--- src/rtl/dec_pkg.sv ---
// Shared types and constants for the decryption select controller.
// The state encoding, the legal select values and the default end-of-message byte are defined here.
package dec_pkg;

    typedef enum logic [1:0] {
        IDLE  = 2'd0,
        ARM   = 2'd1,
        RUN   = 2'd2,
        DRAIN = 2'd3
    } state_t;

    localparam logic [1:0] SEL_0       = 2'd0;
    localparam logic [1:0] SEL_1       = 2'd1;
    localparam logic [1:0] SEL_2       = 2'd2;
    localparam logic [1:0] SEL_ILLEGAL = 2'd3;

    localparam logic [7:0] END_TOKEN_DEFAULT = 8'hFA;

    // Busy flag of the currently selected decryptor; an illegal select reads as idle.
    function automatic logic sel_busy(input logic [2:0] busy, input logic [1:0] sel);
        case (sel)
            SEL_0:   return busy[0];
            SEL_1:   return busy[1];
            SEL_2:   return busy[2];
            default: return 1'b0;
        endcase
    endfunction

endpackage

--- src/rtl/dec_drain_monitor.sv ---
// Counts consecutive quiet cycles and total cycles while the controller drains a message.
// Both flags are combinational, so the controller acts on the same edge the threshold is reached.
module dec_drain_monitor
    import dec_pkg::*;
#(
    parameter int QUIET_CYC = 4,
    parameter int TIMEOUT   = 255
) (
    input  logic clk,
    input  logic rst_n,
    input  logic en_i,
    input  logic quiet_i,
    output logic drain_ok_o,
    output logic drain_timeout_o
);

    logic [3:0] quiet_q, quiet_d;
    logic [7:0] cyc_q, cyc_d;

    // NOTE: every signal written here gets a default first, so no latch can be inferred.
    always_comb begin
        quiet_d = '0;
        cyc_d   = '0;
        if (en_i) begin
            cyc_d   = cyc_q + 8'd1;
            quiet_d = quiet_i ? quiet_q + 4'd1 : 4'd0;
        end
    end

    // NOTE: reset is synchronous and active-low; sequential state uses non-blocking assignments.
    always_ff @(posedge clk) begin
        if (!rst_n) begin
            quiet_q <= '0;
            cyc_q   <= '0;
        end else begin
            quiet_q <= quiet_d;
            cyc_q   <= cyc_d;
        end
    end

    assign drain_ok_o      = en_i && quiet_i && (quiet_q == 4'(QUIET_CYC - 1));
    assign drain_timeout_o = en_i && (cyc_q == 8'(TIMEOUT - 1));

endmodule

--- src/rtl/dec_select_ctrl.sv ---
// Sequencing controller: owns the decryptor select, gates one message at a time into the
// datapath and only switches select after the active decryptor has drained.
module dec_select_ctrl
    import dec_pkg::*;
#(
    parameter int                   D_WIDTH   = 8,
    parameter logic [D_WIDTH-1:0]   END_TOKEN = D_WIDTH'(END_TOKEN_DEFAULT),
    parameter int                   QUIET_CYC = 4,
    parameter int                   TIMEOUT   = 255
) (
    input  logic               clk,
    input  logic               rst_n,
    input  logic [1:0]         sel_req_i,
    input  logic               sel_req_valid_i,
    output logic               sel_req_ready_o,
    input  logic [D_WIDTH-1:0] data_i,
    input  logic               valid_i,
    output logic               ready_o,
    output logic [D_WIDTH-1:0] dec_data_o,
    output logic               dec_valid_o,
    output logic [1:0]         select_o,
    input  logic [2:0]         busy_i,
    input  logic               out_valid_i,
    output logic               done_o,
    output logic               err_o
);

    state_t             state_q, state_d;
    logic [1:0]         select_q, select_d;
    logic               slot_valid_q, slot_valid_d;
    logic [1:0]         slot_sel_q, slot_sel_d;
    logic [D_WIDTH-1:0] dec_data_q, dec_data_d;
    logic               dec_valid_q, dec_valid_d;
    logic               done_q, done_d;
    logic               err_q, err_d;

    logic consume, req_illegal, req_accept, byte_acc;
    logic drain_ok, drain_timeout;

    assign ready_o     = (state_q == RUN);
    assign byte_acc    = valid_i && ready_o;
    assign consume     = (state_q == IDLE) && slot_valid_q;
    assign req_illegal = sel_req_valid_i && (sel_req_i == SEL_ILLEGAL);
    // The slot may be refilled on the very cycle IDLE consumes it.
    assign req_accept  = sel_req_valid_i && !req_illegal && (!slot_valid_q || consume);

    dec_drain_monitor #(
        .QUIET_CYC (QUIET_CYC),
        .TIMEOUT   (TIMEOUT)
    ) u_drain_monitor (
        .clk             (clk),
        .rst_n           (rst_n),
        .en_i            (state_q == DRAIN),
        .quiet_i         (!sel_busy(busy_i, select_q) && !out_valid_i),
        .drain_ok_o      (drain_ok),
        .drain_timeout_o (drain_timeout)
    );

    always_comb begin
        state_d      = state_q;
        select_d     = select_q;
        slot_valid_d = slot_valid_q;
        slot_sel_d   = slot_sel_q;
        dec_data_d   = dec_data_q;
        dec_valid_d  = 1'b0;
        done_d       = 1'b0;
        err_d        = req_illegal;

        case (state_q)
            IDLE: begin
                if (slot_valid_q) begin
                    select_d = slot_sel_q;
                    state_d  = ARM;
                end
            end
            ARM: state_d = RUN;
            RUN: begin
                if (byte_acc) begin
                    dec_data_d  = data_i;
                    dec_valid_d = 1'b1;
                    if (data_i == END_TOKEN) state_d = DRAIN;
                end
            end
            DRAIN: begin
                // Timeout takes priority over a simultaneous clean drain.
                if (drain_timeout) begin
                    err_d   = 1'b1;
                    state_d = IDLE;
                end else if (drain_ok) begin
                    done_d  = 1'b1;
                    state_d = IDLE;
                end
            end
            default: state_d = IDLE;
        endcase

        if (consume) slot_valid_d = 1'b0;
        if (req_accept) begin
            slot_valid_d = 1'b1;
            slot_sel_d   = sel_req_i;
        end
    end

    always_ff @(posedge clk) begin
        if (!rst_n) begin
            state_q      <= IDLE;
            select_q     <= SEL_0;
            slot_valid_q <= 1'b0;
            slot_sel_q   <= SEL_0;
            dec_data_q   <= '0;
            dec_valid_q  <= 1'b0;
            done_q       <= 1'b0;
            err_q        <= 1'b0;
        end else begin
            state_q      <= state_d;
            select_q     <= select_d;
            slot_valid_q <= slot_valid_d;
            slot_sel_q   <= slot_sel_d;
            dec_data_q   <= dec_data_d;
            dec_valid_q  <= dec_valid_d;
            done_q       <= done_d;
            err_q        <= err_d;
        end
    end

    assign sel_req_ready_o = !slot_valid_q;
    assign dec_data_o      = dec_data_q;
    assign dec_valid_o     = dec_valid_q;
    assign select_o        = select_q;
    assign done_o          = done_q;
    assign err_o           = err_q;

endmodule

--- config.mk ---
export PLATFORM = sky130hd
export DESIGN_NAME = dec_select_ctrl
export DESIGN_NICKNAME = d
export VERILOG_FILES = /design/src/rtl/dec_pkg.sv /design/src/rtl/dec_drain_monitor.sv /design/src/rtl/dec_select_ctrl.sv
export SDC_FILE = /design/constraint.sdc
export NUM_CORES = 1
export LEC_CHECK = 0
export ABC_CLOCK_PERIOD_IN_PS = 1500
export BUFFER_PORTS_ARGS = -buffer_cell sky130_fd_sc_hd__buf_4
export CAP_MARGIN = 20
export CORE_MARGIN = 8
export CORE_UTILIZATION = 35
export CTS_BUF_LIST = sky130_fd_sc_hd__clkbuf_4 sky130_fd_sc_hd__clkbuf_8 sky130_fd_sc_hd__clkbuf_16
export DETAILED_ROUTE_END_ITERATION = 16
export PLACE_DENSITY = 0.6
export SLEW_MARGIN = 20
export SYNTH_ARGS = -nofsm -noshare
export SYNTH_HDL_FRONTEND = slang
export SYNTH_SLANG_ARGS = --single-unit
--- constraint.sdc ---
create_clock -name clk -period 1.5 [get_ports clk]
set_clock_uncertainty 0.2 [all_clocks]
set_input_delay 0.3 -clock clk [delete_from_list [all_inputs] [get_ports clk]]
set_output_delay 0.3 -clock clk [all_outputs]
set_load 0.02 [all_outputs]
Yosys cells after proc, flatten, opt, wreduce, memory -nomap -nowiden --
Index checks and enable logic that the tools add are counted.
Storage, ports and cells: register bits after elaboration 30, input bits 18, output and inout bits 15, word-level logic and storage cells 64
Operators by class: add/sub/neg operators 2, equal/unequal tests 13, mux-type cells 13, bitwise gates (word level) 2, reductions and logical operators 24
Operator list (count):
- 8-bit == test (second input constant) | 2
- 2-bit 2-to-1 mux | 5
- 1-bit logical AND | 9
- 8-bit by 1-bit adder with 8-bit output (second input constant) | 1
- 2-bit == test (second input constant) | 4
- 2-bit one-hot mux with 4 select lines | 1
- 2-bit AND reduction | 4
- 1-bit 2-to-1 mux | 6
- 4-bit by 1-bit adder with 4-bit output (second input constant) | 1
- 2-bit by 1-bit == test with 1-bit output (second input constant) | 2
- 4-bit by 2-bit == test with 1-bit output (second input constant) | 1
- 1-bit zero test | 4
- 2-bit zero test | 2
- 2-bit by 1-bit != test with 1-bit output (second input constant) | 2
- 4-bit AND reduction | 1
- 3-bit != test (second input constant) | 1
- 1-bit one-hot mux with 3 select lines | 1
- 3-bit AND reduction | 1
- 3-bit OR reduction | 1
- 2-bit != test (second input constant) | 1
- 1-bit NOT | 2
- 2-bit nonzero test | 1
- 1-bit logical OR | 1

Longest topological paths before layout --
word-level depth 9, gate-level depth with buffers 7, depth with buffers taken out 7

Cells and area by module --
A second synthesis with hierarchy kept.
Second synthesis, totals: cells, all modules 141, area total of the unflattened synthesis 1270.0 µm²
By module, submodules not included:
- dec_select_ctrl | times used 1, cells each 88, area an instance 789.5 µm², sequential area each 360.3 µm²
- dec_drain_monitor | times used 1, cells each 53, area an instance 480.5 µm², sequential area each 240.2 µm²

Least setup slack after synthesis --
OpenSTA, ideal clock, no wires.
path kind reg-to-reg, from register state_q[0], to register dec_data_q[0] (netlist: dec_data_o[0]), library setup time 0.122 ns, data arrival time 1.329 ns, required time 1.178 ns, setup slack -0.151 ns, stages on the path, launching flop included 7, path buffers 1, clock period less this slack 1.651 ns, cells stage by stage dfxtp_1 > inv_1 > ha_1 > clkbuf_1 > nand2_1 > nand2_1 > a21boi_0
On the way: longest elaborated chain between the ends 3
Ends and longest elaborated chain:
- start: declaration | RTL line dec_select_ctrl.sv:28 | state_t state_q, state_d;
- start signal: assignment | RTL line dec_select_ctrl.sv:115 | state_q <= state_d;
- 2-bit == test * | RTL line dec_select_ctrl.sv:40 | assign ready_o = (state_q == RUN);
- net ready_o | RTL line dec_select_ctrl.sv:18 | output logic ready_o,
- 1-bit logical AND | RTL line dec_select_ctrl.sv:41 | assign byte_acc = valid_i && ready_o;
- 2-bit AND reduction (no line) *
- end signal: assignment | RTL line dec_select_ctrl.sv:119 | dec_data_q <= dec_data_d;
- end: declaration | RTL line dec_select_ctrl.sv:32 | logic [D_WIDTH-1:0] dec_data_q, dec_data_d;
The timed path passes the listed nets; every way through them passes the cells marked *. A chain may end at the register's enable or synchronous reset.

Worst setup path in the final report --
from register u_drain_monitor.quiet_q[1], to register state_q[0]
On the way: longest elaborated chain between the ends 4
Ends and longest elaborated chain:
- start: declaration | RTL line dec_drain_monitor.sv:17 | logic [3:0] quiet_q, quiet_d;
- start signal: assignment | RTL line dec_drain_monitor.sv:36 | quiet_q <= quiet_d;
- 4-bit by 2-bit == test with 1-bit output | RTL line dec_drain_monitor.sv:41 | assign drain_ok_o = en_i && quiet_i && (quiet_q == 4'(QUIET_CYC - 1));
- 1-bit logical AND | RTL line dec_drain_monitor.sv:41
- 3-bit != test (no line)
- 4-bit AND reduction (no line)
Every way passes these cells.

==> summary.md <==
| Metric | Value |
|---|---|
| Final HPWL DP | `~2400 um` |
| DRC Markers | `0` |
| Initial antenna violation count | `0` |
| Die H | `76.8 um` |
| Crit Path Category | `flip-flop to flip-flop` |
| Total GRT Usage | `approximately 11%` |
| Finished Cell Area | `1970 sq um` |
| Synthesis-stage register bit count | `30` |
| Drt first-iter violations | `41` |
| Post-synth EDFFs | `0` |
| Clock sink count | `30` |
| Vias | `around 1.2k` |
| Finished Core Util | `around 55%` |
| WP data required | `1460 ps` |
| CTS tree | `built` |
| First drt pass iteration count | `4` |
| CP delay by family, top | `simple AND/OR/NAND/NOR gates` |
| Fin. Hold Viols | `0` |
| Synthesized area | `between 1000 and 1500 sq um` |
| Routability cong. | `approximately 0.7` |
| Register area share after synthesis | `a little under half` |
| Slew margin rel. | `81.7%` |
| Fillers | `roughly 320` |
| Worst r2r path cells | `5` |
| Failing checks | `setup timing` |
| Vias in the first global route | `around 1.2k` |
| Clock-pin transition on the worst setup and hold timing paths | `about 60 ps` |
| Input/output buffers | `32` |
| Worst path slowest cell | `dfxtp_2` |
| DIE AREA | `roughly 5900 sq um` |
| CP max stage delay | `around 360 ps` |
| Slew Viols, Final | `0` |
| Cells after synthesis | `approximately 140` |
| Final period util | `106%` |
| Area added between synthesis and finish | `52.4%` |
| Least-Margin Pin Slew | `around 270 ps` |
| YS warnings | `0` |
| Post-route worst setup slack | `-86.1 ps` |
| Synth async-reset ratio | `0%` |
| Worst hold endpoint | `slot_sel_q[0]` |
| Worst path cell trace | `ha_4 -> nor3b_4 -> a31oi_2 -> or3_1 -> o211a_1` |
| Outcome | `complete, but fails checks` |
| Vias per cell | `4.67` |
| Worst R2R Setup Slack | `-90 ps` |
| Max Cap Violations | `0` |
| Clock latency on the worst-skew pair | `about 270 ps` |
| Final WL | `around 3200 um` |
| Hold Crit Start | `sel_req_i[0]` |
| # IOs | `33` |
| Storage cell area | `616 sq um` |
| Data arrival, critical path | `~1500 ps` |
| Core Region | `between 3000 and 4000 sq um` |
| Ys flop type | `dfxtp_1` |
| Cell variety after synth | `32` |
| Fin cells | `approximately 250` |
| Syn nets | `~160` |
| Critical Path Start Type | `flip-flop` |
| Crit path capture type | `flip-flop` |
| Largest net degree at the start of global routing | `19` |
| Pwr/cell area | `between 1000 and 1500 nW/um^2` |
| Root buf cell | `clkbuf_8` |
| Clk buf depth | `2` |
| Crit path time final | `around 1600 ps` |
| H-tree depth | `2` |
| Initial Util | `between 30% and 40%` |
| Site Rows | `22` |
| Num CTS Buffers | `5` |
| Leak | `0.831 nW` |
| Fin nets | `225` |
| Setup TNS | `-204 ps` |
| Final Total Pwr | `between 2 and 2.5 mW` |
| Worst r2r dst | `state_q[0]` |
| FMAX | `630 MHz` |
| Grt total ovfl | `0` |
| First-pass GRT wire length | `around 5300 um` |
| Chip Width | `about 77 um` |
| Placed instance count | `roughly 240` |
| Wire per inst | `around 13 um` |
| Antenna diode count | `0` |
| Max VDD drop | `slightly below 0.0006 V` |
| WHS Path Cells | `3` |
| Setup Viol. Count Final | `3` |
| WP buf/inv | `0` |
| Routed Antenna Nets | `0` |
| Hold_buf cts | `0` |
| Layout cells sized above 1 | `between 40 and 50%` |
| Dpl cell area | `1760 sq um` |
| RSZ-0062 raised after global routing | `yes` |
| Area of the multi-input gates | `between 700 and 800 sq um` |
| Syn_area_per_cell | `about 9.3 sq um` |
| CP max FO | `2` |
| Place WS | `-206 ps` |
| FF-to-FF Start | `u_drain_monitor.quiet_q[1]` |
| Worst hold path type | `input port to flip-flop` |
| Min Hold Slack | `between 100 and 150 ps` |
==> per-layer routing <==
layer | part of all wire [%] | wire, um | up-vias | GRT usage (%)
li1 | - | - | 607 | -
met1 | 43 | 1370 | 527 | 12.0
met2 | 50 | 1620 | 24 | 18.6
met3 | 5.6 | 179 | 4 | 4.31
met4 | 1.5 | 48 | 0 | 5.19
met5 | 0 | 0 | - | 0
==> sequential cells by signal, summed over array words and instances, names as in the netlist <==
register,flops
dec_data_o,8
u_drain_monitor.cyc_q,8
u_drain_monitor.quiet_q,4
select_o,2
slot_sel_q,2
state_q,2
dec_valid_o,1
done_o,1
err_o,1
slot_valid_q,1
==> cell usage after synthesis, types with 2 or more instances <==
library cell   n  area share (%)
nor2b_1        3             1.4
inv_1          4             1.2
xnor2_1        2             1.4
xor2_1         4             2.7
dfxtp_1       30              46
nor2_1        11             3.2
or3_1          3             1.4
o21ai_0        2            0.77
nand2_1       19             5.5
mux2i_1        4             3.1
a21oi_1        2            0.77
clkbuf_1       3            0.87
ha_1           6             5.8
nand3_1       16             6.2
and3_1         3             1.4
a21boi_0      11             6.4
==> tightest hold or removal path: cells and delay by family <==
family / cells / cell delay [ps]
and+or+nand+nor: 1 / 90
muxes: 1 / 60
buffers and inverters: 1 / 90
==> how the worst max path moves through the flow <==
stage                               startpoint          to  depth (start not counted)
finish              u_drain_monitor.quiet_q[1]  state_q[0]                          5
global placement                     data_i[7]  state_q[1]                          6
floorplan             u_drain_monitor.cyc_q[0]  state_q[0]                          7
detailed placement                   data_i[7]  state_q[1]                          6
CTS                 u_drain_monitor.quiet_q[0]  state_q[1]                          5
global route        u_drain_monitor.quiet_q[1]  state_q[1]                          5
==> report_power, final <==
group / internal [mW] / leakage, nW / switching [mW]
registers: 0.856 / 0.247 / 0.0432
clock network: 0.381 / 0.0477 / 0.268
logic: 0.310 / 0.536 / 0.278
==> cells in the final DEF (no fill, tap or decap), types with 3 or more instances in the layout <==
master,n
buf_4,57
dfxtp_1,22
nand2_1,19
nand3_1,13
a21boi_0,11
nor2_1,10
clkbuf_8,6
dfxtp_2,6
mux2i_1,4
xor2_1,4
or3_1,3
and3_1,3
nor2b_1,3
ha_4,3
==> cells by family after synthesis <==
| family | Yosys count | share of synthesized area [%] |
|---|---|---|
| compound gates | 20 | 11.7 |
| xor+xnor | 6 | 4.06 |
| simple gates | 65 | 26.4 |
| buf+inv | 8 | 2.61 |
| flops | 30 | 46.4 |
| fa+ha+maj | 6 | 5.80 |
| mux | 4 | 3.09 |
==> cell type report <==
class                   instances  share of cell area, %
clock buffers                   7                   4.57
inverters                       4                  0.761
multi-input cells             101                   37.6
flip-flops and latches         30                   31.2
well taps                      48                   3.04
repair buffers                 59                   22.8
==> what timing repair did <==
item | 4_1_cts | 5_1_grt
setup buffers | 3 | 1
pin swaps | 5 | 2
endpoints found under the hold margin | 0 | 0
endpoints found under the setup margin | 5 | 10
gates resized for setup | 16 | 8
No activity file was read; power rests on OpenSTA's default activity.
